$ cat src/rtl/mlp_pkg.sv
// mlp_pkg: shared sizes, state encoding and beat tag for the MLP load sequencer.
package mlp_pkg;
   localparam int NUM_LAYERS = 8;
   localparam int ROWS       = 16;
   localparam int BEATS_ROW  = 8;
   localparam int K_W        = $clog2(BEATS_ROW);
   localparam int ROW_W      = $clog2(ROWS);
   localparam int LAYER_W    = $clog2(NUM_LAYERS);
   localparam int IN_AW      = ROW_W + K_W;
   localparam int WT_AW      = LAYER_W + IN_AW;
   typedef enum logic [2:0] {IDLE, L0_IN, L0_WT, LN_WT, FLUSH} seq_state_t;
   typedef struct packed {
      logic               valid;
      logic               in_beat;
      logic [ROW_W-1:0]   row;
      logic [LAYER_W-1:0] layer;
      logic [K_W-1:0]     wnum;
   } beat_tag_t;
endpackage

$ cat src/rtl/mlp_load_addr_gen.sv
// mlp_load_addr_gen: nested k/w, row and layer counters driving the two SRAM read ports.
module mlp_load_addr_gen
   import mlp_pkg::*;
(
   input  logic             clk,
   input  logic             rst_n,
   input  logic             issue,
   output logic             in_rd_en,
   output logic [IN_AW-1:0] in_rd_addr,
   output logic             wt_rd_en,
   output logic [WT_AW-1:0] wt_rd_addr,
   output logic             next_in,
   output logic             next_layer0,
   output logic             last_beat
);
   logic [K_W-1:0]     k;
   logic [ROW_W-1:0]   row, row_nx;
   logic [LAYER_W-1:0] layer, layer_nx;
   logic               in_phase, k_wrap, row_wrap, layer_wrap;
   always_comb begin
      k_wrap      = k == K_W'(BEATS_ROW - 1);
      row_wrap    = k_wrap & ~in_phase;
      layer_wrap  = row_wrap & (row == ROW_W'(ROWS - 1));
      row_nx      = row_wrap ? (layer_wrap ? '0 : row + 1'b1) : row;
      layer_nx    = layer_wrap ? (layer == LAYER_W'(NUM_LAYERS - 1) ? '0 : layer + 1'b1) : layer;
      next_layer0 = layer_nx == '0;
      // layer 0 alternates input and weight rows; the final wrap lands back on input row 0
      next_in     = k_wrap ? (in_phase ? 1'b0 : next_layer0) : in_phase;
      last_beat   = layer_wrap & (layer == LAYER_W'(NUM_LAYERS - 1));
   end
   always_ff @(posedge clk or negedge rst_n) begin
      if (!rst_n) begin
         in_rd_en   <= 1'b0;
         wt_rd_en   <= 1'b0;
         in_rd_addr <= '0;
         wt_rd_addr <= '0;
         k          <= '0;
         row        <= '0;
         layer      <= '0;
         in_phase   <= 1'b1;
      end else begin
         in_rd_en <= issue & in_phase;
         wt_rd_en <= issue & ~in_phase;
         if (issue) begin
            if (in_phase) in_rd_addr <= {row, k};
            else wt_rd_addr <= {layer, row, k};
            k        <= k_wrap ? '0 : k + 1'b1;
            row      <= row_nx;
            layer    <= layer_nx;
            in_phase <= next_in;
         end
      end
   end
endmodule

$ cat src/rtl/mlp_load_sequencer.sv
// mlp_load_sequencer: streams one input matrix and all weight layers from SRAM as load_* beats.
module mlp_load_sequencer
   import mlp_pkg::*;
(
   input  logic               clk,
   input  logic               rst_n,
   input  logic               start_i,
   output logic               busy_o,
   output logic               done_o,
   output logic               in_rd_en_o,
   output logic [IN_AW-1:0]   in_rd_addr_o,
   input  logic [31:0]        in_rd_data_i,
   output logic               wt_rd_en_o,
   output logic [WT_AW-1:0]   wt_rd_addr_o,
   input  logic [31:0]        wt_rd_data_i,
   output logic               load_en_o,
   output logic [31:0]        load_payload_o,
   output logic               load_type_o,
   output logic [ROW_W-1:0]   input_load_number_o,
   output logic [LAYER_W-1:0] layer_number_o,
   output logic [K_W-1:0]     weight_number_o
);
   seq_state_t state;
   beat_tag_t  tag;
   logic       issue, next_in, next_layer0, last_beat;
   always_comb issue = (state == IDLE & start_i) | state == L0_IN | state == L0_WT | state == LN_WT;
   mlp_load_addr_gen u_addr (
      .clk(clk),
      .rst_n(rst_n),
      .issue(issue),
      .in_rd_en(in_rd_en_o),
      .in_rd_addr(in_rd_addr_o),
      .wt_rd_en(wt_rd_en_o),
      .wt_rd_addr(wt_rd_addr_o),
      .next_in(next_in),
      .next_layer0(next_layer0),
      .last_beat(last_beat)
   );
   always_ff @(posedge clk or negedge rst_n) begin
      if (!rst_n) begin
         state               <= IDLE;
         busy_o              <= 1'b0;
         done_o              <= 1'b0;
         tag                 <= '0;
         load_en_o           <= 1'b0;
         load_payload_o      <= '0;
         load_type_o         <= 1'b0;
         input_load_number_o <= '0;
         layer_number_o      <= '0;
         weight_number_o     <= '0;
      end else begin
         done_o <= 1'b0;
         case (state)
            IDLE: if (start_i) begin
               state  <= L0_IN;
               busy_o <= 1'b1;
            end
            L0_IN, L0_WT, LN_WT: state <= last_beat ? FLUSH : next_in ? L0_IN : next_layer0 ? L0_WT : LN_WT;
            // the last beat is on the outputs once the tag stage has emptied
            FLUSH: if (load_en_o & ~tag.valid) begin
               state  <= IDLE;
               busy_o <= 1'b0;
               done_o <= 1'b1;
            end
            default: state <= IDLE;
         endcase
         // the held address of the idle port is irrelevant; only the enabled port describes the beat
         tag.valid   <= in_rd_en_o | wt_rd_en_o;
         tag.in_beat <= in_rd_en_o;
         tag.row     <= in_rd_en_o ? in_rd_addr_o[IN_AW-1:K_W] : wt_rd_addr_o[IN_AW-1:K_W];
         tag.layer   <= in_rd_en_o ? '0 : wt_rd_addr_o[WT_AW-1:IN_AW];
         tag.wnum    <= in_rd_en_o ? '0 : wt_rd_addr_o[K_W-1:0];
         load_en_o       <= tag.valid;
         load_payload_o  <= tag.valid ? (tag.in_beat ? in_rd_data_i : wt_rd_data_i) : '0;
         load_type_o     <= tag.valid & tag.in_beat;
         weight_number_o <= tag.valid ? tag.wnum : '0;
         if (tag.valid) begin
            input_load_number_o <= tag.row;
            layer_number_o      <= tag.layer;
         end
      end
   end
endmodule

$ cat config.mk
export PLATFORM = sky130hd
export DESIGN_NAME = mlp_load_sequencer
export DESIGN_NICKNAME = d
export VERILOG_FILES = /design/src/rtl/mlp_pkg.sv /design/src/rtl/mlp_load_addr_gen.sv /design/src/rtl/mlp_load_sequencer.sv
export SDC_FILE = /design/constraint.sdc
export NUM_CORES = 1
export LEC_CHECK = 0
export CAP_MARGIN = 25
export CORE_ASPECT_RATIO = 0.8
export CORE_MARGIN = 2
export CORE_UTILIZATION = 45
export CTS_BUF_LIST = sky130_fd_sc_hd__clkbuf_4
export DETAILED_ROUTE_END_ITERATION = 10
export HOLD_SLACK_MARGIN = 0.15
export PLACE_DENSITY = 0.8
export SYNTH_ARGS = -nofsm -noshare
export SYNTH_HDL_FRONTEND = slang
export SYNTH_SLANG_ARGS = --single-unit
$ cat constraint.sdc
create_clock -name clk -period 3.8 [get_ports clk]
set_input_delay 0.38 -clock clk [delete_from_list [all_inputs] [get_ports clk]]
set_output_delay 0.38 -clock clk [all_outputs]
set_load 0.05 [all_outputs]
Word level (Yosys, flattened, before mapping)
Cells that the tools add are included.
{"block": "totals", "register_bits": 91, "in_bits": 67, "out_inout_bits": 65, "word_cells": 80}
{"block": "op_classes", "muxes": 23, "eq_ne": 9, "n_reduce_logical": 9, "add_sub_neg": 3, "bitwise": 14}
{"operator": "$mux 32", "n": 2}
{"operator": "$mux 3", "n": 9}
{"operator": "$eq 3x3->1 const B", "n": 3}
{"operator": "$pmux 3 s3", "n": 1}
{"operator": "$and 1x1->1", "n": 8}
{"operator": "$mux 4", "n": 2}
{"operator": "$reduce_and 2->1", "n": 4}
{"operator": "$mux 1", "n": 7}
{"operator": "$add 3x1->3 const B", "n": 2}
{"operator": "$eq 3x2->1 const B", "n": 2}
{"operator": "$logic_not 3->1", "n": 2}
{"operator": "$add 4x1->4 const B", "n": 1}
{"operator": "$eq 4x4->1 const B", "n": 1}
{"operator": "$ne 2x2->1 const B", "n": 2}
{"operator": "$or 1x1->1", "n": 4}
{"operator": "$eq 3x1->1 const B", "n": 1}
{"operator": "$reduce_and 3->1", "n": 1}
{"operator": "$reduce_or 3->1", "n": 1}
{"operator": "$mux 2", "n": 1}
{"operator": "$not 1->1", "n": 2}
{"operator": "$pmux 1 s2", "n": 1}
{"operator": "$reduce_bool 2->1", "n": 1}

Logic depth before layout (Yosys ltp)
Gate-level depths: netlist of run 1.
{"block": "depth", "ltp_word": 10, "ltp_mapped": 6}

Cells and area by module
Synthesis of run 1 repeated with hierarchy kept, for this count alone.
{"block": "unflattened", "hier_cells": 273, "hier_area_um2": 3728.6}
{"module": "mlp_load_sequencer", "n_inst": 1, "area_per_inst_um2": 2414.8, "cells_per_inst": 173}
{"module": "mlp_load_addr_gen", "n_inst": 1, "area_per_inst_um2": 1313.8, "cells_per_inst": 100}

Worst setup path before layout of run 1
No wires, ideal clock.
{"block": "synth_path", "path_type": "register to register", "from": "register u_addr.k[0]", "to": "register u_addr.layer[0]", "path_stages_with_launch": 7, "setup_ns": 0.125, "setup_slack_ns": 2.035, "arrival_time_ns": 1.640, "period_less_slack_ns": 1.765, "required_ns": 3.675, "path_cell_list": "dfrtp_1 -> ha_1 -> ha_1 -> inv_2 -> nor4_4 -> nand2_4 -> mux2_4"}
{"block": "synth_via", "elab_chain_cells": 4}
{"element": "from (decl)", "line_no": "mlp_load_addr_gen.sv:16", "text": "logic [K_W-1:0] k;"}
{"element": "from (signal assigned)", "line_no": "mlp_load_addr_gen.sv:47", "text": "k <= k_wrap ? '0 : k + 1'b1;"}
{"element": "$eq 3x3->1", "line_no": "mlp_load_addr_gen.sv:21", "text": "k_wrap = k == K_W'(BEATS_ROW - 1);"}
{"element": "$and 1x1->1", "line_no": "mlp_load_addr_gen.sv:22", "text": "row_wrap = k_wrap & ~in_phase;"}
{"element": "$and 1x1->1", "line_no": "mlp_load_addr_gen.sv:23", "text": "layer_wrap = row_wrap & (row == ROW_W'(ROWS - 1));"}
{"element": "$mux 3", "line_no": "mlp_load_addr_gen.sv:25", "text": "layer_nx = layer_wrap ? (layer == LAYER_W'(NUM_LAYERS - 1) ? '0 : layer + 1'b1) : layer;"}
{"element": "to (signal assigned)", "line_no": "mlp_load_addr_gen.sv:49", "text": "layer <= layer_nx;"}
{"element": "to (decl)", "line_no": "mlp_load_addr_gen.sv:18", "text": "logic [LAYER_W-1:0] layer, layer_nx;"}
Every way passes these cells.
A chain may end at the register's enable or synchronous reset.

Final worst setup path of run 1
{"block": "layout_path", "from": "register u_addr.in_rd_en", "to": "output in_rd_en_o"}
{"element": "from (decl)", "line_no": "mlp_load_addr_gen.sv:8", "text": "output logic in_rd_en,"}
{"element": "from (signal assigned)", "line_no": "mlp_load_addr_gen.sv:42", "text": "in_rd_en <= issue & in_phase;"}
{"element": "to (decl)", "line_no": "mlp_load_sequencer.sv:10", "text": "output logic in_rd_en_o,"}
No word-level cell between the ends.

==> flow_summary.toml, run 1 <==
[floorplanning]
start_util = 0.467
die_w_um = 106
die-area_um2 = 9030
core-area_um2 = 7980
io_pins = 132
num_rows = 29
die_h_um = 85.4

[global_routing]
grt_max_degree = 71
grt_pass1_wl_um = 12900
antenna_found_initial = 0
grtUsageTotal = 0.187
grt_pass1_vias = 2514
grt_overflow = 0

[critical_path]
path_buf_inv = 1
critPathLaunchType = "register"
end_kind = "output port"
cp_slowest_stage_delay_ns = 0.90
cp.arrival_ns = 1.99
crit_family = "buffers and inverters"
worstPathMaxFanout = 13
crit_path_cell_trace = "clkdlybuf4s50_1"
cp_slowest_cell = "clkdlybuf4s50_1"
crit_required_ns = 3.42
criticalPathCategory = "register to output port"

[cells_and_area]
final_net_count = 470
drive_gt1_frac = 0.154
area_growth_pct = 41.3
diodes = 0
utilization = 0.660

[logic_synthesis]
syn_nets = 338
synthTopCellsByCount = "90 x dfrtp_1, 41 x nor2b_1, 33 x mux2i_1"
seq_area_frac_synth = 0.611
synth_top_area_share = 0.604
synthCells = 266
synth_cell_types = 36
ys_seq_elements = 91
synth-warning-count = 0
synth_area_per_cell_um2 = 14.0
synth.area.top_cells = "dfrtp_1 60%, mux2i_1 8.9%, mux2_2 7.2%"
async_flop_share = 1.00
yosys.area.top_type = "dfrtp_1"
synth_ff_type = "dfrtp_1"
syn_area_um2 = 3730
synth_most_common_cell = "dfrtp_1"
synth_edf_count = 0

[clock_network]
cts.path.max_buffers = 2
clock_sinks = 91
cts_tree = "yes"
htreeDepth = 3
clk_transition_reported_paths_ns = 0.13
cts_root_buffer = "clkbuf_4"
ctsHoldBuffers = 1
cts_setup_buffers = 0
clkLatencyLatePin_ns = 0.43
cts_buffers = 9
cts_resized = 0

[timing]
finalClockSkew_ns = 0.0100
setup_violations = 0
worst_pin_slew_ns = 0.952
drv_slew = 0
final.min_clock_period_ns = 2.37
hold_viol_final = 0
setup_tns_ns = 0
fmax_mhz = 421
rsz0062_at_grt = "no"
fin_crit_sh = 0.625
relSlewSlack = 0.365

[drt]
first_pass_iters = 4
dr_total_vias = 2456
wl_met2_um = 3800
wire_per_inst_um = 15.5
wirelength_um = 7940
drt-met1-wl_um = 3430
top_layer_used = "met4"
dr.first_iter.drc_count = 93
vias_per_cell = 4.81
ant_nets = 0
drc = 0
wl_met3_um = 629

[placed_design]
io_buffers = 131
hpwl_um = 5870
place.gp.congestion = 0.740

[hold_path]
hold_class = "register to register"

[power_and_ir_drop]
power_density_nw_per_um2 = 861
peakVddDrop_uv = 385
p_leak_uw = 0.00234

[flow_run]
maxCapViolations = 0

[status]
run_status = "finished clean"
cells in the final DEF (no fill, tap or decap), types with 2 or more instances in the layout:
cell type and count:
a21oi_1 4, a41oi_1 2, and2_1 5, and3_1 2, buf_4 4, clkbuf_4 9
clkdlybuf4s50_1 130, clkinv_1 2, clkinv_4 3, dfrtp_1 89, ha_1 5, mux2_2 24
mux2_4 10, mux2i_1 33, nand2_1 7, nand3_1 2, nor2_1 5, nor2b_1 41
nor3_1 2, o21ai_0 2, xnor2_1 2
flip-flops by register name (all words and copies together), names as in the netlist:
register,cells
busy_o,1
done_o,1
input_load_number_o,4
layer_number_o,3
load_en_o,1
load_payload_o,32
load_type_o,1
state,3
tag,12
u_addr.in_phase,1
u_addr.in_rd_addr,7
u_addr.in_rd_en,1
u_addr.k,3
u_addr.layer,3
u_addr.row,4
u_addr.wt_rd_addr,10
u_addr.wt_rd_en,1
weight_number_o,3
through the flow:
step | total power (uW) | worst slack [ns] | std cells | area, um^2 | hold WS, ns
after detailed placement | 4080 | 1.61 | 494 | 5120 | 0.440
final | 4540 | 1.43 | 511 | 5270 | 0.472
after global placement | 4020 | 1.69 | 494 | 5120 | 0.437
after CTS | 4590 | 1.38 | 511 | 5270 | 0.476
after global routing | 4780 | 1.31 | 511 | 5270 | 0.497
after floorplan | 3270 | 2.04 | 266 | 3730 | 0.0844
cell type report:
cell class	count	area [um^2]
Clock buffer	9	67.6
Clock inverter	7	68.8
Fill cell	608	2710
Inverter	2	7.51
Multi-Input combinational cell	159	1370
Sequential cell	91	2280
Tap cell	108	135
Timing Repair Buffer	135	1340
kinds of logic (layout without fill, tap and decap cells):
family          count (synthesis)  after routing  share of synthesized area
buf+inv                        16            153                     0.0215
mux                            67             67                      0.201
flops                          91             91                      0.611
simple gates                   70             70                      0.116
fa+ha+maj                       5              5                     0.0168
xor+xnor                        2              2                    0.00470
compound gates                 15             15                     0.0285
final timing paths:
| kind | endpoint | startpoint | slack [ns] | depth (start not counted) |
|---|---|---|---|---|
| setup / recovery | in_rd_en_o | u_addr.in_rd_en | 1.43 | 1 |
| hold / removal | weight_number_o[2] | tag[2] | 0.47 | 1 |
| setup reg to reg | u_addr.layer[2] | u_addr.k[0] | 1.82 | 6 |
| hold reg to reg | weight_number_o[2] | tag[2] | 0.47 | 1 |
| max in group asynchronous | load_payload_o[30] | rst_n | 2.36 | 3 |
| min in group asynchronous | load_payload_o[8] | rst_n | 0.60 | 2 |
where the power goes:
group	switching (uW)	internal, uW	total (uW)	leakage [uW]
clock	312	199	510	0.0000749
combinational	1390	991	2380	0.00112
sequential	321	1330	1650	0.00115
total	2020	2520	4540	0.00234
metal layers:
layer	track usage	vias up
met5	0	-
met4	0.0455	0
met3	0.0722	7
met2	0.311	79
met1	0.233	1203
li1	-	1167
Note: power is estimated with default switching activity, not from simulation.
==> inputs of run 2 (changes only) <==
Clock period 3.8 ns to 2.2 ns, I/O delays scaled along.
==> flow_summary.toml, run 2 (synthesis gave the netlist of run 1 again) <==
[floorplanning]
io_pins = 132
die_h_um = 85.4
die_w_um = 106
die-area_um2 = 9030
num_rows = 29
core-area_um2 = 7980
start_util = 0.467

[critical_path]
end_kind = "register"
crit_required_ns = 2.51
criticalPathCategory = "register to register"
worst-r2r-setup-slack_ns = 0.24
worstReg2RegEnd = "u_addr.layer[2]"
worst_r2r_startpoint = "u_addr.k[0]"
reg2reg_depth = 6
worstPathMaxFanout = 7
cp.arrival_ns = 2.28
critPathLaunchType = "register"

[drt]
wirelength_um = 8390
wire_per_inst_um = 16.2
vias_per_cell = 4.76
first_pass_iters = 4
drc = 0
ant_nets = 0
dr_total_vias = 2462
dr.first_iter.drc_count = 44

[cells_and_area]
drive_gt1_frac = 0.169
final_cell_mix = "130 x clkdlybuf4s50_1, 89 x dfrtp_1, 41 x nor2b_1"
regMostFlops = "load_payload_o"
final_common_cell = "clkdlybuf4s50_1"
largestRegisters = "load_payload_o (32), tag (12), u_addr.wt_rd_addr (10)"
diodes = 0
largest_reg_flops = 32
final_net_count = 476
area_growth_pct = 44.2

[clock_network]
clock_sinks = 91
cts_resized = 0
cts.path.max_buffers = 2
cts_tree = "yes"
cts_setup_buffers = 0
cts_buffers = 9
clk_transition_reported_paths_ns = 0.14
cts_root_buffer = "clkbuf_4"
htreeDepth = 3
clkLatencyLatePin_ns = 0.42

[timing]
fin_crit_sh = 0.893
worst_pin_slew_ns = 0.653
final.min_clock_period_ns = 1.96
hold_viol_final = 0
setup_violations = 0
drv_slew = 0
fmax_mhz = 509
finalClockSkew_ns = 0.0173
setup_ws_ns = 0.235
setup_tns_ns = 0
rsz0062_at_grt = "no"
relSlewSlack = 0.565

[placed_design]
pre_cts_slack_ns = 0.192
io_buffers = 131
hpwl_um = 6290
place.gp.congestion = 0.753

[global_routing]
grtUsageTotal = 0.195
grt_pass1_wl_um = 13600
grt_pass1_vias = 2627
grt_overflow = 0
grt_max_degree = 54
antenna_found_initial = 0

[power_and_ir_drop]
peakVddDrop_uv = 758
total_power_uw = 8180
p_leak_uw = 0.00239
power_density_nw_per_um2 = 1520

[hold_path]
hold_class = "primary input to async pin"

[status]
run_status = "finished clean"

[flow_run]
maxCapViolations = 0
==> run 2: final cells by class <==
cell class | instances | area (um^2)
clock buffer | 11 | 82.6
clock inverter | 5 | 101
fill | 612 | 2610
inverter | 2 | 7.51
multi-input combinational | 159 | 1370
sequential | 91 | 2280
tap | 108 | 135
timing repair buffer | 141 | 1400
==> run 2: critical path, cell delays in order (launching register included) <==
cell	delay [ns]
dfrtp_1	0.43
ha_1	0.18
ha_1	0.23
inv_2	0.10
nor4_4	0.50
nand2_4	0.12
mux2_4	0.31
==> run 2: where the power goes <==
part / total (uW) / switching, uW / internal, uW
combinational: 4410 / 2640 / 1770
sequential: 2650 / 357 / 2300
clock: 1120 / 520 / 598
total: 8180 / 3510 / 4670
==> run 2: repair_timing <==
item,in CTS,in global routing
endpoints found under the setup margin,0,0
hold endpoints to repair,50,0
hold buffers,1,0
==> run 2: metrics by stage <==
step | cell area [um^2] | cells | utilization | hold WS, ns
3_3_place_gp | 5180 | 500 | 0.649 | 0.295
3_5_place_dp | 5180 | 500 | 0.649 | 0.303
6_report | 5380 | 517 | 0.673 | 0.367
4_1_cts | 5380 | 517 | 0.673 | 0.370
2_1_floorplan | 3730 | 266 | - | -0.0756
5_1_grt | 5380 | 517 | 0.673 | 0.371
==> run 2: routing by layer <==
layer  global-route usage  vias up  wire [um]
met5                    0        -          0
met4               0.0502        0         78
met3               0.0645        8        611
met2                0.331       85       4130
met1                0.242     1184       3570
li1                     -     1185          -
==> run 2: how the worst max path moves through the flow <==
stage | cells past startpoint | start | endpoint | slack (ns)
after global placement | 5 | start_i | u_addr.in_rd_addr[6] | 0.24
after CTS | 6 | u_addr.k[0] | u_addr.layer[2] | 0.24
after floorplan | 6 | u_addr.k[0] | u_addr.layer[0] | 0.44
final | 6 | u_addr.k[0] | u_addr.layer[2] | 0.24
after detailed placement | 5 | start_i | u_addr.in_rd_addr[2] | 0.19
after global routing | 6 | u_addr.k[0] | u_addr.layer[2] | 0.11
==> inputs of run 3 (changes only) <==
Settings changed: HOLD_SLACK_MARGIN 0.15 to default, MAX_ROUTING_LAYER from default to met4.
==> flow_summary.toml, run 3 (synthesis gave the netlist of run 1 again) <==
[status]
run_status = "finished clean"

[critical_path]
critPathLaunchType = "register"
reg2reg_depth = 6
cp.arrival_ns = 2.28
cp_common_cell = "ha_1"
cp_slowest_cell = "nor4_4"
end_kind = "register"
path_buf_inv = 1
critical_path_depth = 6
cp_slowest_stage_delay_ns = 0.50
criticalPathCategory = "register to register"
crit_family = "simple AND/OR/NAND/NOR gates"
worstPathMaxFanout = 7
crit_required_ns = 2.51
worst-r2r-setup-slack_ns = 0.24
crit_path_cell_trace = "ha_1 -> ha_1 -> inv_2 -> nor4_4 -> nand2_4 -> mux2_4"

[power_and_ir_drop]
peakVddDrop_uv = 758
clock_power_share = 0.137
p_int_uw = 4670
netSwitchingPower_uw = 3520
combPwrFrac = 0.539
power_density_nw_per_um2 = 1520
power.share.switching = 0.430
seqPwrFrac = 0.324
p_leak_uw = 0.00239

[cells_and_area]
diodes = 0
final_cell_mix = "130 x clkdlybuf4s50_1, 89 x dfrtp_1, 41 x nor2b_1"
area_growth_pct = 44.2
regMostFlops = "load_payload_o"
largest_reg_flops = 32
largestRegisters = "load_payload_o (32), tag (12), u_addr.wt_rd_addr (10)"
final_common_cell = "clkdlybuf4s50_1"
fillCellCount = 612
drive_gt1_frac = 0.169
final_net_count = 476

[drt]
wire_per_inst_um = 16.2
wirelength_um = 8400
dr.first_iter.drc_count = 41
drc = 0
vias_per_cell = 4.78
first_pass_iters = 4
ant_nets = 0
dr_total_vias = 2470

[timing]
whs_ns = 0.369
relSlewSlack = 0.561
rsz0062_at_grt = "no"
setup_tns_ns = 0
final.min_clock_period_ns = 1.96
drv_slew = 0
setup_violations = 0
fin_crit_sh = 0.893
worst_pin_slew_ns = 0.658
hold_viol_final = 0
fmax_mhz = 509
finalClockSkew_ns = 0.0183

[placed_design]
place.gp.congestion = 0.763
hpwl_um = 6290
io_buffers = 131

[global_routing]
grtUsageTotal = 0.201
grt_max_degree = 54
grt_overflow = 0
antenna_found_initial = 0
grt_pass1_vias = 2625
grt_pass1_wl_um = 13600

[floorplanning]
die-area_um2 = 9030
num_rows = 29
core-area_um2 = 7980
die_w_um = 106
die_h_um = 85.4
start_util = 0.467
io_pins = 132

[clock_network]
cts.path.max_buffers = 2
cts_tree = "yes"
cts_resized = 0
cts_root_buffer = "clkbuf_4"
clock_sinks = 91
clkLatencyLatePin_ns = 0.42
htreeDepth = 3
cts_buffers = 9
clk_transition_reported_paths_ns = 0.14

[flow_run]
maxCapViolations = 0

[hold_path]
hold_class = "primary input to async pin"
[run 3: path summary, 6_finish.rpt]
| check | startpoint | endpoint |
|---|---|---|
| setup / recovery | u_addr.k[0] | u_addr.layer[2] |
| hold / removal | rst_n | u_addr.wt_rd_addr[9] |
| setup reg to reg | u_addr.k[0] | u_addr.layer[2] |
| hold reg to reg | tag[2] | weight_number_o[2] |
| max in group asynchronous | rst_n | u_addr.in_phase |
| min in group clk | wt_rd_data_i[7] | load_payload_o[7] |
[run 3: layer usage]
layer	track usage	share of wire
met1	0.241	0.42
met2	0.332	0.49
met3	0.0645	0.074
met4	0.0502	0.011
met5	-	0
[run 3: cell type report]
cell class | count | area, um^2 | share of cell area
flip-flops and latches | 91 | 2280 | 0.424
repair buffers | 141 | 1400 | 0.260
multi-input cells | 159 | 1370 | 0.255
well taps | 108 | 135 | 0.0251
clock inverters | 5 | 101 | 0.0189
clock buffers | 11 | 82.6 | 0.0154
inverters | 2 | 7.51 | 0.00140
[run 3: power by group through the flow]
stage          Clock [uW]  Sequential, uW  Combinational, uW
6_report             1120            2650               4410
5_1_grt              1210            2730               4630
2_1_floorplan           0            4220               1430
3_3_place_gp            0            2670               4370
4_1_cts              1150            2660               4460
3_5_place_dp            0            2690               4450
[run 3: repair_timing]
item,in CTS,in global routing
hold buffers,1,0
endpoints found under the setup margin,0,0
setup buffers,0,0
hold endpoints to repair,50,0
[run 3: metrics by stage]
step	utilization	std cells	instance area (um^2)	setup slack [ns]	power (uW)
finish	0.673	517	5380	0.236	8190
global route	0.673	517	5380	0.114	8580
CTS	0.673	517	5380	0.242	8260
detailed placement	0.649	500	5180	0.192	7140
global placement	0.649	500	5180	0.237	7030
floorplan	-	266	3730	0.435	5650
[run 3: worst register-to-register path, stage by stage, from the launching register on]
cell	delay (ns)
dfrtp_1	0.43
ha_1	0.18
ha_1	0.24
inv_2	0.10
nor4_4	0.50
nand2_4	0.12
mux2_4	0.31
